`src/rtl/pc_ctrl_pkg.sv`:
```
// Shared definitions for the program-counter controller: next-PC mode codes
// and a helper that sizes the return-address-stack occupancy counter.
package pc_ctrl_pkg;

  typedef enum logic [2:0] {
    PC_ADDR_NORMAL = 3'b000,
    PC_ADDR_BRANCH = 3'b001,
    PC_ADDR_JUMP   = 3'b010,
    PC_ADDR_CALL   = 3'b011,
    PC_ADDR_RET    = 3'b100,
    PC_ADDR_EXC    = 3'b101,
    PC_ADDR_ERET   = 3'b110,
    PC_ADDR_RSVD   = 3'b111
  } pc_mode_e;

  // Count must reach RAS_DEPTH itself, so it needs one bit beyond the pointer.
  function automatic int cnt_width(input int depth);
    return $clog2(depth) + 1;
  endfunction

endpackage

```
`src/rtl/pc_ctrl_if.sv`:
```
// Control/status bundle between the instruction sequencer (master) and
// the PC controller (slave).
interface pc_ctrl_if #(
  parameter int ADDR_W = 32
);
  logic              stall;
  logic [2:0]        pc_inc_type;
  logic              branch_taken;
  logic [ADDR_W-1:0] abs_addr;
  logic [ADDR_W-1:0] branch_offset;
  logic [ADDR_W-1:0] current_pc;
  logic [ADDR_W-1:0] epc;
  logic              ras_empty;
  logic              ras_full;
  logic              ras_overflow;
  logic              ras_underflow;

  modport master (
    output stall, pc_inc_type, branch_taken, abs_addr, branch_offset,
    input  current_pc, epc, ras_empty, ras_full, ras_overflow, ras_underflow
  );

  modport slave (
    input  stall, pc_inc_type, branch_taken, abs_addr, branch_offset,
    output current_pc, epc, ras_empty, ras_full, ras_overflow, ras_underflow
  );
endinterface

```
`src/rtl/pc_ras.sv`:
```
// Circular return-address stack; a push when full overwrites the oldest entry.
// Updates on the falling edge; pop on an empty stack is ignored.
module pc_ras
  import pc_ctrl_pkg::*;
#(
  parameter int ADDR_W    = 32,
  parameter int RAS_DEPTH = 8
) (
  input  logic              clk,
  input  logic              rst,
  input  logic              i_push,
  input  logic              i_pop,
  input  logic [ADDR_W-1:0] i_push_data,
  output logic [ADDR_W-1:0] o_top,
  output logic              o_empty,
  output logic              o_full,
  output logic              o_overflow
);
  localparam int PTR_W = $clog2(RAS_DEPTH);
  localparam int CNT_W = cnt_width(RAS_DEPTH);

  logic [ADDR_W-1:0] r_mem [RAS_DEPTH];
  logic [PTR_W-1:0]  r_ptr;
  logic [CNT_W-1:0]  r_count;
  logic [PTR_W-1:0]  w_top_idx;

  // r_ptr is the next free slot; when full it also names the oldest entry.
  assign w_top_idx  = r_ptr - PTR_W'(1);
  assign o_top      = r_mem[w_top_idx];
  assign o_empty    = (r_count == '0);
  assign o_full     = (r_count == CNT_W'(RAS_DEPTH));
  assign o_overflow = i_push & o_full;

  always_ff @(negedge clk or posedge rst) begin
    if (rst) begin
      r_ptr   <= '0;
      r_count <= '0;
    end else if (i_push) begin
      r_ptr <= r_ptr + PTR_W'(1);
      if (!o_full) r_count <= r_count + CNT_W'(1);
    end else if (i_pop && !o_empty) begin
      r_ptr   <= w_top_idx;
      r_count <= r_count - CNT_W'(1);
    end
  end

  always_ff @(negedge clk) begin
    if (i_push) r_mem[r_ptr] <= i_push_data;
  end

endmodule

```
`src/rtl/pc_ctrl.sv`:
```
// Program-counter controller: next-PC mux, PC/EPC registers, sticky RAS flags.
// Single falling-edge update per mode; stall freezes all state.
module pc_ctrl
  import pc_ctrl_pkg::*;
#(
  parameter int                ADDR_W     = 32,
  parameter int                RAS_DEPTH  = 8,
  parameter logic [ADDR_W-1:0] RESET_PC   = '0,
  parameter logic [ADDR_W-1:0] EXC_VECTOR = ADDR_W'('h10)
) (
  input logic       clk,
  input logic       clr,
  pc_ctrl_if.slave  bus
);
  logic [ADDR_W-1:0] r_pc;
  logic [ADDR_W-1:0] r_epc;
  logic              r_ovf;
  logic              r_unf;

  pc_mode_e          w_mode;
  logic [ADDR_W-1:0] w_pc_inc;
  logic [ADDR_W-1:0] w_pc_nxt;
  logic [ADDR_W-1:0] w_epc_nxt;
  logic              w_push;
  logic              w_pop;
  logic              w_unf_set;
  logic              w_push_g;
  logic              w_pop_g;
  logic [ADDR_W-1:0] w_ras_top;
  logic              w_ras_empty;
  logic              w_ras_full;
  logic              w_ras_ovf;

  assign w_mode   = pc_mode_e'(bus.pc_inc_type);
  assign w_pc_inc = r_pc + ADDR_W'(1);

  always_comb begin
    w_pc_nxt  = w_pc_inc;
    w_epc_nxt = r_epc;
    w_push    = 1'b0;
    w_pop     = 1'b0;
    w_unf_set = 1'b0;
    case (w_mode)
      PC_ADDR_BRANCH: if (bus.branch_taken) w_pc_nxt = w_pc_inc + bus.branch_offset;
      PC_ADDR_JUMP:   w_pc_nxt = bus.abs_addr;
      PC_ADDR_CALL: begin
        w_push   = 1'b1;
        w_pc_nxt = bus.abs_addr;
      end
      PC_ADDR_RET: begin
        if (!w_ras_empty) begin
          w_pc_nxt = w_ras_top;
          w_pop    = 1'b1;
        end else begin
          w_unf_set = 1'b1;
        end
      end
      PC_ADDR_EXC: begin
        w_epc_nxt = r_pc;
        w_pc_nxt  = EXC_VECTOR;
      end
      PC_ADDR_ERET:   w_pc_nxt = r_epc;
      default:        w_pc_nxt = w_pc_inc;
    endcase
  end

  assign w_push_g = w_push & ~bus.stall;
  assign w_pop_g  = w_pop & ~bus.stall;

  pc_ras #(
    .ADDR_W    (ADDR_W),
    .RAS_DEPTH (RAS_DEPTH)
  ) u_ras (
    .clk         (clk),
    .rst         (clr),
    .i_push      (w_push_g),
    .i_pop       (w_pop_g),
    .i_push_data (w_pc_inc),
    .o_top       (w_ras_top),
    .o_empty     (w_ras_empty),
    .o_full      (w_ras_full),
    .o_overflow  (w_ras_ovf)
  );

  always_ff @(negedge clk or posedge clr) begin
    if (clr) begin
      r_pc  <= RESET_PC;
      r_epc <= '0;
      r_ovf <= 1'b0;
      r_unf <= 1'b0;
    end else if (!bus.stall) begin
      r_pc  <= w_pc_nxt;
      r_epc <= w_epc_nxt;
      if (w_ras_ovf) r_ovf <= 1'b1;
      if (w_unf_set) r_unf <= 1'b1;
    end
  end

  assign bus.current_pc    = r_pc;
  assign bus.epc           = r_epc;
  assign bus.ras_empty     = w_ras_empty;
  assign bus.ras_full      = w_ras_full;
  assign bus.ras_overflow  = r_ovf;
  assign bus.ras_underflow = r_unf;

endmodule

```
`src/flat_wrapper.sv`:
```
// flat-port wrapper written by rule: the top's interface ports become plain ports
module pc_ctrl_flat import pc_ctrl_pkg::*;
#(
  parameter int                ADDR_W     = 32,
  parameter int                RAS_DEPTH  = 8,
  parameter logic [ADDR_W-1:0] RESET_PC   = '0,
  parameter logic [ADDR_W-1:0] EXC_VECTOR = ADDR_W'('h10)
)
  (clk, clr, bus_stall, bus_pc_inc_type, bus_branch_taken, bus_abs_addr, bus_branch_offset, bus_current_pc, bus_epc, bus_ras_empty, bus_ras_full, bus_ras_overflow, bus_ras_underflow);
  pc_ctrl_if #(.ADDR_W(ADDR_W)) bus_i ();
  input logic clk;
  input logic clr;
  input wire logic [$bits(bus_i.stall)-1:0] bus_stall;
  input wire logic [$bits(bus_i.pc_inc_type)-1:0] bus_pc_inc_type;
  input wire logic [$bits(bus_i.branch_taken)-1:0] bus_branch_taken;
  input wire logic [$bits(bus_i.abs_addr)-1:0] bus_abs_addr;
  input wire logic [$bits(bus_i.branch_offset)-1:0] bus_branch_offset;
  output wire logic [$bits(bus_i.current_pc)-1:0] bus_current_pc;
  output wire logic [$bits(bus_i.epc)-1:0] bus_epc;
  output wire logic [$bits(bus_i.ras_empty)-1:0] bus_ras_empty;
  output wire logic [$bits(bus_i.ras_full)-1:0] bus_ras_full;
  output wire logic [$bits(bus_i.ras_overflow)-1:0] bus_ras_overflow;
  output wire logic [$bits(bus_i.ras_underflow)-1:0] bus_ras_underflow;
  assign bus_i.stall = bus_stall;
  assign bus_i.pc_inc_type = bus_pc_inc_type;
  assign bus_i.branch_taken = bus_branch_taken;
  assign bus_i.abs_addr = bus_abs_addr;
  assign bus_i.branch_offset = bus_branch_offset;
  assign bus_current_pc = bus_i.current_pc;
  assign bus_epc = bus_i.epc;
  assign bus_ras_empty = bus_i.ras_empty;
  assign bus_ras_full = bus_i.ras_full;
  assign bus_ras_overflow = bus_i.ras_overflow;
  assign bus_ras_underflow = bus_i.ras_underflow;
  pc_ctrl #(.ADDR_W(ADDR_W), .RAS_DEPTH(RAS_DEPTH), .RESET_PC(RESET_PC), .EXC_VECTOR(EXC_VECTOR)) u_core (.clk(clk), .clr(clr), .bus(bus_i));
endmodule
```
`config.mk`:
```
export PLATFORM = sky130hd
export DESIGN_NAME = pc_ctrl_flat
export DESIGN_NICKNAME = d
export VERILOG_FILES = /design/src/rtl/pc_ctrl_pkg.sv /design/src/rtl/pc_ctrl_if.sv /design/src/rtl/pc_ras.sv /design/src/rtl/pc_ctrl.sv /design/src/flat_wrapper.sv
export SDC_FILE = /design/constraint.sdc
export NUM_CORES = 1
export LEC_CHECK = 0
export ABC_AREA = 0
export BUFFER_PORTS_ARGS = -buffer_cell sky130_fd_sc_hd__buf_2
export CAP_MARGIN = 25
export CORE_MARGIN = 2
export CORE_UTILIZATION = 55
export CTS_CLUSTER_SIZE = 40
export DETAILED_ROUTE_END_ITERATION = 8
export PLACE_DENSITY = 0.78
export SYNTH_ARGS = -nofsm -noshare
export SYNTH_HDL_FRONTEND = slang
export SYNTH_SLANG_ARGS = --single-unit
```
`constraint.sdc`:
```
create_clock -name clk -period 5.87 [get_ports clk]
set_input_delay 0.8805 -clock clk [delete_from_list [all_inputs] [get_ports clk]]
set_output_delay 0.8805 -clock clk [all_outputs]
set_load 0.005 [all_outputs]
```
==> impl_metrics.json, run 1 <==
{
  "dp.cells": 1662,
  "synth_area_leaders": "edfxtp_1 (48%), dfrtn_1 (11%), mux4_2 (9.0%)",
  "hold_path_end": "u_core.bus.ras_underflow",
  "setup_viol": 0,
  "synth_top_area_cell": "edfxtp_1",
  "dieHeight_um": 174,
  "crit_start": "bus_branch_offset[0]",
  "drc": 0,
  "drv_cap": 0,
  "grt_pass1_wl_mm": 70.3,
  "dp_hpwl_mm": 29.9,
  "pin_count": 139,
  "cts_setup_buffers": 0,
  "tritoncts": "built",
  "avgRoutedWirePerCell_um": 23.1,
  "required_ps": 3290,
  "fillerInstances": 1898,
  "grt_setup_unrepaired": "no",
  "clkPwrFrac_pct": 31.7,
  "grt_remaining_overflow": 0,
  "ys_seq_area_share_pct": 59.7,
  "yosysTopAreaCellShare_pct": 48.2,
  "critPathMaxFanout": 4,
  "firstDrtPassIters": 5,
  "setup_tns_ps": 0,
  "cts_sinks": 329,
  "arrival_ps": 3150,
  "timing.final.ws_setup_ps": 135,
  "start_util_pct": 55.7,
  "fin_hold_ws_ps": 424,
  "internal-power_w": 0.00603,
  "drt.antenna.violating_nets": 0,
  "cp-start-kind": "input port",
  "wl_met3_mm": 3.75,
  "yosysMostFrequentCell": "edfxtp_1",
  "syn_nets": 1217,
  "grt_max_degree": 44,
  "synthFlopType": "edfxtp_1",
  "met1_length_mm": 17.9,
  "reg2reg_to": "u_core.bus.current_pc[29]",
  "slew_headroom_pct": 22.7,
  "io_buffers": 138,
  "p_seq_share_pct": 33.9,
  "top_layer_used": "met4",
  "p_per_area_nw_per_um2": 476,
  "coreArea_um2": 28600,
  "regArea_um2": 9510,
  "switching_share_pct": 36.5,
  "area_delta_synth_final_pct": 25.2,
  "synth.distinct_cells": 79,
  "rr_worst_depth": 14,
  "first_global_vias": 12422,
  "slew_violations": 0,
  "clock-skew-final_ps": 80.9,
  "holdCritPathClass": "reg2reg",
  "num_rows": 62,
  "wl_mm": 45.7,
  "gp_congestion": 1.00,
  "leakage_nw": 8.54,
  "power_frac_comb_pct": 34.5,
  "synth-edff-count": 256,
  "synth_cells": 1100,
  "cts_root_buf": "clkbuf_16",
  "multi_input_area_um2": 6130,
  "die_w_um": 174,
  "via_per_inst": 6.13,
  "r2r-start": "u_core.bus.current_pc[0]",
  "num-nets-final": 1688,
  "ys_warn_count": 0,
  "worstSetupPathType": "in2reg",
  "endpoint_kind": "flop",
  "clk_path_buf_depth": 3,
  "netlist_area_um2": 15900,
  "rrSetupSlack_ps": 1300,
  "numCtsBuffers": 36,
  "clkTransAtPathRegs_ps": 50,
  "dieArea_um2": 30400,
  "worst_slew_pin_slew_ps": 1150,
  "ir_worst_vdd_mv": 0.251,
  "synth-seq-cells": 329,
  "p_sw_w": 0.00346,
  "post-place-ws_ps": -327,
  "min_from": "u_core.bus.ras_underflow",
  "netlist_top_cells_count": "edfxtp_1 (256), dfrtn_1 (73), a21oi_1 (69), mux4_2 (64)",
  "track_usage_pct": 30.5,
  "antenna_found_initial": 0,
  "fin_cells": 1982,
  "drive_gt1_share_pct": 27.2,
  "route.met2.wl_mm": 22.3,
  "antenna_cells": 0,
  "whs_path_depth": 1,
  "hold_violations": 0,
  "async_flop_share_pct": 22.2,
  "htree_levels": 2,
  "clk_latency_ps": 610,
  "post_synth.cell_area_avg_um2": 14.5,
  "status": "completed",
  "vias": 12141,
  "drt_iter0_markers": 1235
}
## cells by family after synthesis
kind of cell,synth area share (%)
AOI/OAI and AO/OA,11.0
xor gates and xnor gates,3.21
adders and majority gates,3.70
buffers and inverters,2.54
DFF,59.7
muxes,13.4
and+or+nand+nor,6.47
## cells in the final DEF (no fill, tap or decap), drive strengths merged, types with 43 or more instances in the layout
cell and count:
inv 298, edfxtp 256, clkbuf 46, buf 231, a21oi 71, mux4 64
a221oi 46, xnor2 43, ha 44, nor2 45, o21ai 54, dfrtn 73
## flip-flops by register name (all words and copies together), names as in the netlist
signal                    cells
u_core.u_ras.r_ptr            3
u_core.bus.epc               32
u_core.bus.current_pc        32
u_core.u_ras.r_mem          256
u_core.bus.ras_underflow      1
u_core.bus.ras_overflow       1
u_core.u_ras.r_count          4
## how the worst max path moves through the flow
stage	endpoint	slack [ps]	cells past startpoint
floorplan	u_core.u_ras.r_mem[1][0]	-80	6
global placement	u_core.bus.current_pc[26]	-290	12
detailed placement	u_core.bus.current_pc[26]	-330	12
CTS	u_core.bus.current_pc[26]	180	12
global route	u_core.bus.current_pc[26]	50	12
finish	u_core.bus.current_pc[26]	130	12
## per-layer routing
layer  global-route usage (%)  up-vias
li1                         -     5305
met1                     40.6     6046
met2                     50.1      673
met3                     4.94      117
met4                     13.3        0
met5                        0        -
## critical path, cell delays in order
cell and delay [ps]:
buf_2 90, ha_1 170, inv_1 70, fa_2 370, nand2b_1 180, a21o_1 210
a31o_2 250, o21a_1 240, o21ai_4 210, mux2i_1 130, nor3_1 270, a221oi_1 80
## final cells by class
cell class	instances	area share [%]
Tap cell	384	2.41
Inverter	40	0.758
Multi-Input combinational cell	677	30.7
Timing Repair Buffer	231	7.58
Clock inverter	275	5.63
Sequential cell	329	47.7
Clock buffer	46	5.27
## through the flow
step / power, W / cell area, um2 / util [%]
floorplan: 0.00566 / 16000 / -
global placement: 0.00661 / 17800 / 62.1
detailed placement: 0.00670 / 17800 / 62.1
CTS: 0.00949 / 20000 / 69.7
global route: 0.0100 / 20000 / 69.7
finish: 0.00949 / 20000 / 69.7
## power groups by stage
stage	logic (W)	registers, W	clock network (W)
floorplan	0.00227	0.00313	0.000259
global placement	0.00313	0.00322	0.000259
detailed placement	0.00321	0.00323	0.000259
CTS	0.00325	0.00321	0.00303
global route	0.00352	0.00324	0.00326
finish	0.00327	0.00321	0.00301
## what timing repair did
action                     4_1_cts  5_1_grt
setup endpoints to repair        0        2
hold buffers                     0        0
resized for setup                0        1
No activity file was read; power rests on OpenSTA's default activity.
==> run 2, diff against run 1 <==
--- a/config.mk
+++ b/config.mk
@@ -13,6 +13,7 @@
 export CTS_CLUSTER_SIZE = 40
 export DETAILED_ROUTE_END_ITERATION = 8
 export PLACE_DENSITY = 0.78
+export RECOVER_POWER = 50
 export SYNTH_ARGS = -nofsm -noshare
 export SYNTH_HDL_FRONTEND = slang
 export SYNTH_SLANG_ARGS = --single-unit
==> impl_metrics.json, run 2 (synthesized netlist as in run 1, its figures left out) <==
{
  "clkPwrFrac_pct": 31.7,
  "largest_register": "u_core.u_ras.r_mem",
  "fin_cells": 1982,
  "num_rows": 62,
  "crit_chain": "buf_2 -> ha_1 -> inv_1 -> fa_2 -> nand2b_1 -> a21o_1 -> a31o_2 -> o21a_1 -> o21ai_4 -> mux2i_1 -> nor3_1 -> a221oi_1",
  "tritoncts": "built",
  "dp_hpwl_mm": 29.9,
  "cts_root_buf": "clkbuf_16",
  "antenna_cells": 0,
  "grt_pass1_wl_mm": 70.3,
  "p_sw_w": 0.00345,
  "worstSetupPathType": "in2reg",
  "start_util_pct": 55.7,
  "crit_path_max_incr_delay_ps": 370,
  "slew_violations": 32,
  "avgRoutedWirePerCell_um": 23.1,
  "p_per_area_nw_per_um2": 477,
  "clk_latency_ps": 610,
  "first_global_vias": 12422,
  "htree_levels": 2,
  "track_usage_pct": 30.5,
  "cp_slowest_cell": "fa_2",
  "hold_violations": 0,
  "numCtsBuffers": 36,
  "cts_setup_buffers": 0,
  "cts.repair.resized": 0,
  "ir_worst_vdd_mv": 0.250,
  "use_met3_pct": 4.94,
  "dp.cells": 1662,
  "clock-skew-final_ps": 84.2,
  "status": "finished with violations",
  "num-nets-final": 1688,
  "io_buffers": 138,
  "violations": "max-capacitance violations, max-slew violations",
  "grt_max_degree": 44,
  "drt.antenna.violating_nets": 0,
  "required_ps": 3260,
  "dieArea_um2": 30400,
  "critPathMaxFanout": 4,
  "leakage_nw": 8.43,
  "endpoint_kind": "flop",
  "drive_gt1_share_pct": 25.7,
  "p_seq_share_pct": 33.9,
  "clk_path_buf_depth": 3,
  "pin_count": 139,
  "fin_hold_ws_ps": 424,
  "layout_commonest_cell": "inv_1",
  "dieHeight_um": 174,
  "cts_sinks": 329,
  "ctsHoldBuffers": 0,
  "setup_viol": 0,
  "gp_congestion": 1.00,
  "area_delta_synth_final_pct": 24.4,
  "cp-start-kind": "input port",
  "switching_share_pct": 36.4,
  "grt_busiest_layer": "met2",
  "power_frac_comb_pct": 34.4,
  "power_w": 0.00947,
  "drv_cap": 1,
  "via_per_inst": 6.13,
  "slew_headroom_pct": -4.53,
  "grt_use_met2_pct": 50.1,
  "wl_mm": 45.7,
  "firstDrtPassIters": 8,
  "drt_iter0_markers": 1230,
  "holdCritPathClass": "reg2reg",
  "most-common-layout-cells": "inv_1 (294), edfxtp_1 (256), buf_2 (130)",
  "drc": 0,
  "vias": 12154,
  "coreArea_um2": 28600,
  "grt_setup_unrepaired": "no",
  "antenna_found_initial": 0,
  "grt_use_met1_pct": 40.6,
  "grt_remaining_overflow": 0,
  "worst_slew_pin_slew_ps": 1560,
  "largest_register_ffs": 256,
  "internal-power_w": 0.00602,
  "arrival_ps": 3120,
  "die_w_um": 174,
  "clkTransAtPathRegs_ps": 50
}
[run 2: cell count changes in the layout (fill, tap and decap cells not counted), sizes merged]
cell / before / now
buf: 231 / 220
clkbuf: 46 / 57
clkinv: 9 / 8
clkinvlp: 6 / 7
[run 2: critical path: cells and delay by family]
kind / cells / cell delay [ps]
compound gates: 5 / 990
fa+ha+maj: 2 / 530
buf+inv: 2 / 160
mux: 1 / 130
simple gates: 2 / 430
[run 2: path summary, 6_finish.rpt]
check / from / to / slack (ps) / depth (start not counted)
min: u_core.bus.ras_underflow / u_core.bus.ras_underflow / 420 / 1
max reg2reg: u_core.bus.current_pc[2] / u_core.bus.current_pc[26] / 1000 / 14
min reg2reg: u_core.bus.ras_underflow / u_core.bus.ras_underflow / 420 / 1
min in group asynchronous: clr / u_core.bus.epc[8] / 3520 / 2
max in group asynchronous: clr / u_core.bus.epc[21] / 430 / 3
max: bus_branch_offset[0] / u_core.bus.current_pc[26] / 140 / 12
[run 2: final cells by class]
| cell class | instances | area, um2 |
|---|---|---|
| fillers | 1928 | 8790 |
| flip-flops and latches | 329 | 9510 |
| clock inverters | 275 | 1120 |
| well taps | 384 | 480 |
| clock buffers | 46 | 1050 |
| inverters | 40 | 151 |
| multi-input cells | 677 | 6030 |
| repair buffers | 231 | 1480 |
[run 2: metal layers]
layer  wire length, um  vias up  share of wire, %
met5                 0        -                 0
met1             17900     6026                39
met2             22300      709                49
li1                  -     5300                 -
met3              3840      119               8.4
met4              1650        0               3.6
[run 2: stage by stage]
stage          TNS [ps]  utilization (%)  instance area [um2]  setup slack, ps
2_1_floorplan     -7100                -                16000            -84.1
3_3_place_gp      -2420             62.1                17800             -292
3_5_place_dp      -3190             62.1                17800             -327
4_1_cts               0             69.7                20000              184
5_1_grt               0             69.3                19800             26.4
6_report              0             69.3                19800              143
[run 2: power by group through the flow]
stage | sequential, W | combinational [W] | clock (W)
2_1_floorplan | 0.00313 | 0.00227 | 0.000259
3_3_place_gp | 0.00322 | 0.00313 | 0.000259
3_5_place_dp | 0.00323 | 0.00321 | 0.000259
4_1_cts | 0.00321 | 0.00325 | 0.00303
5_1_grt | 0.00323 | 0.00350 | 0.00326
6_report | 0.00321 | 0.00326 | 0.00300
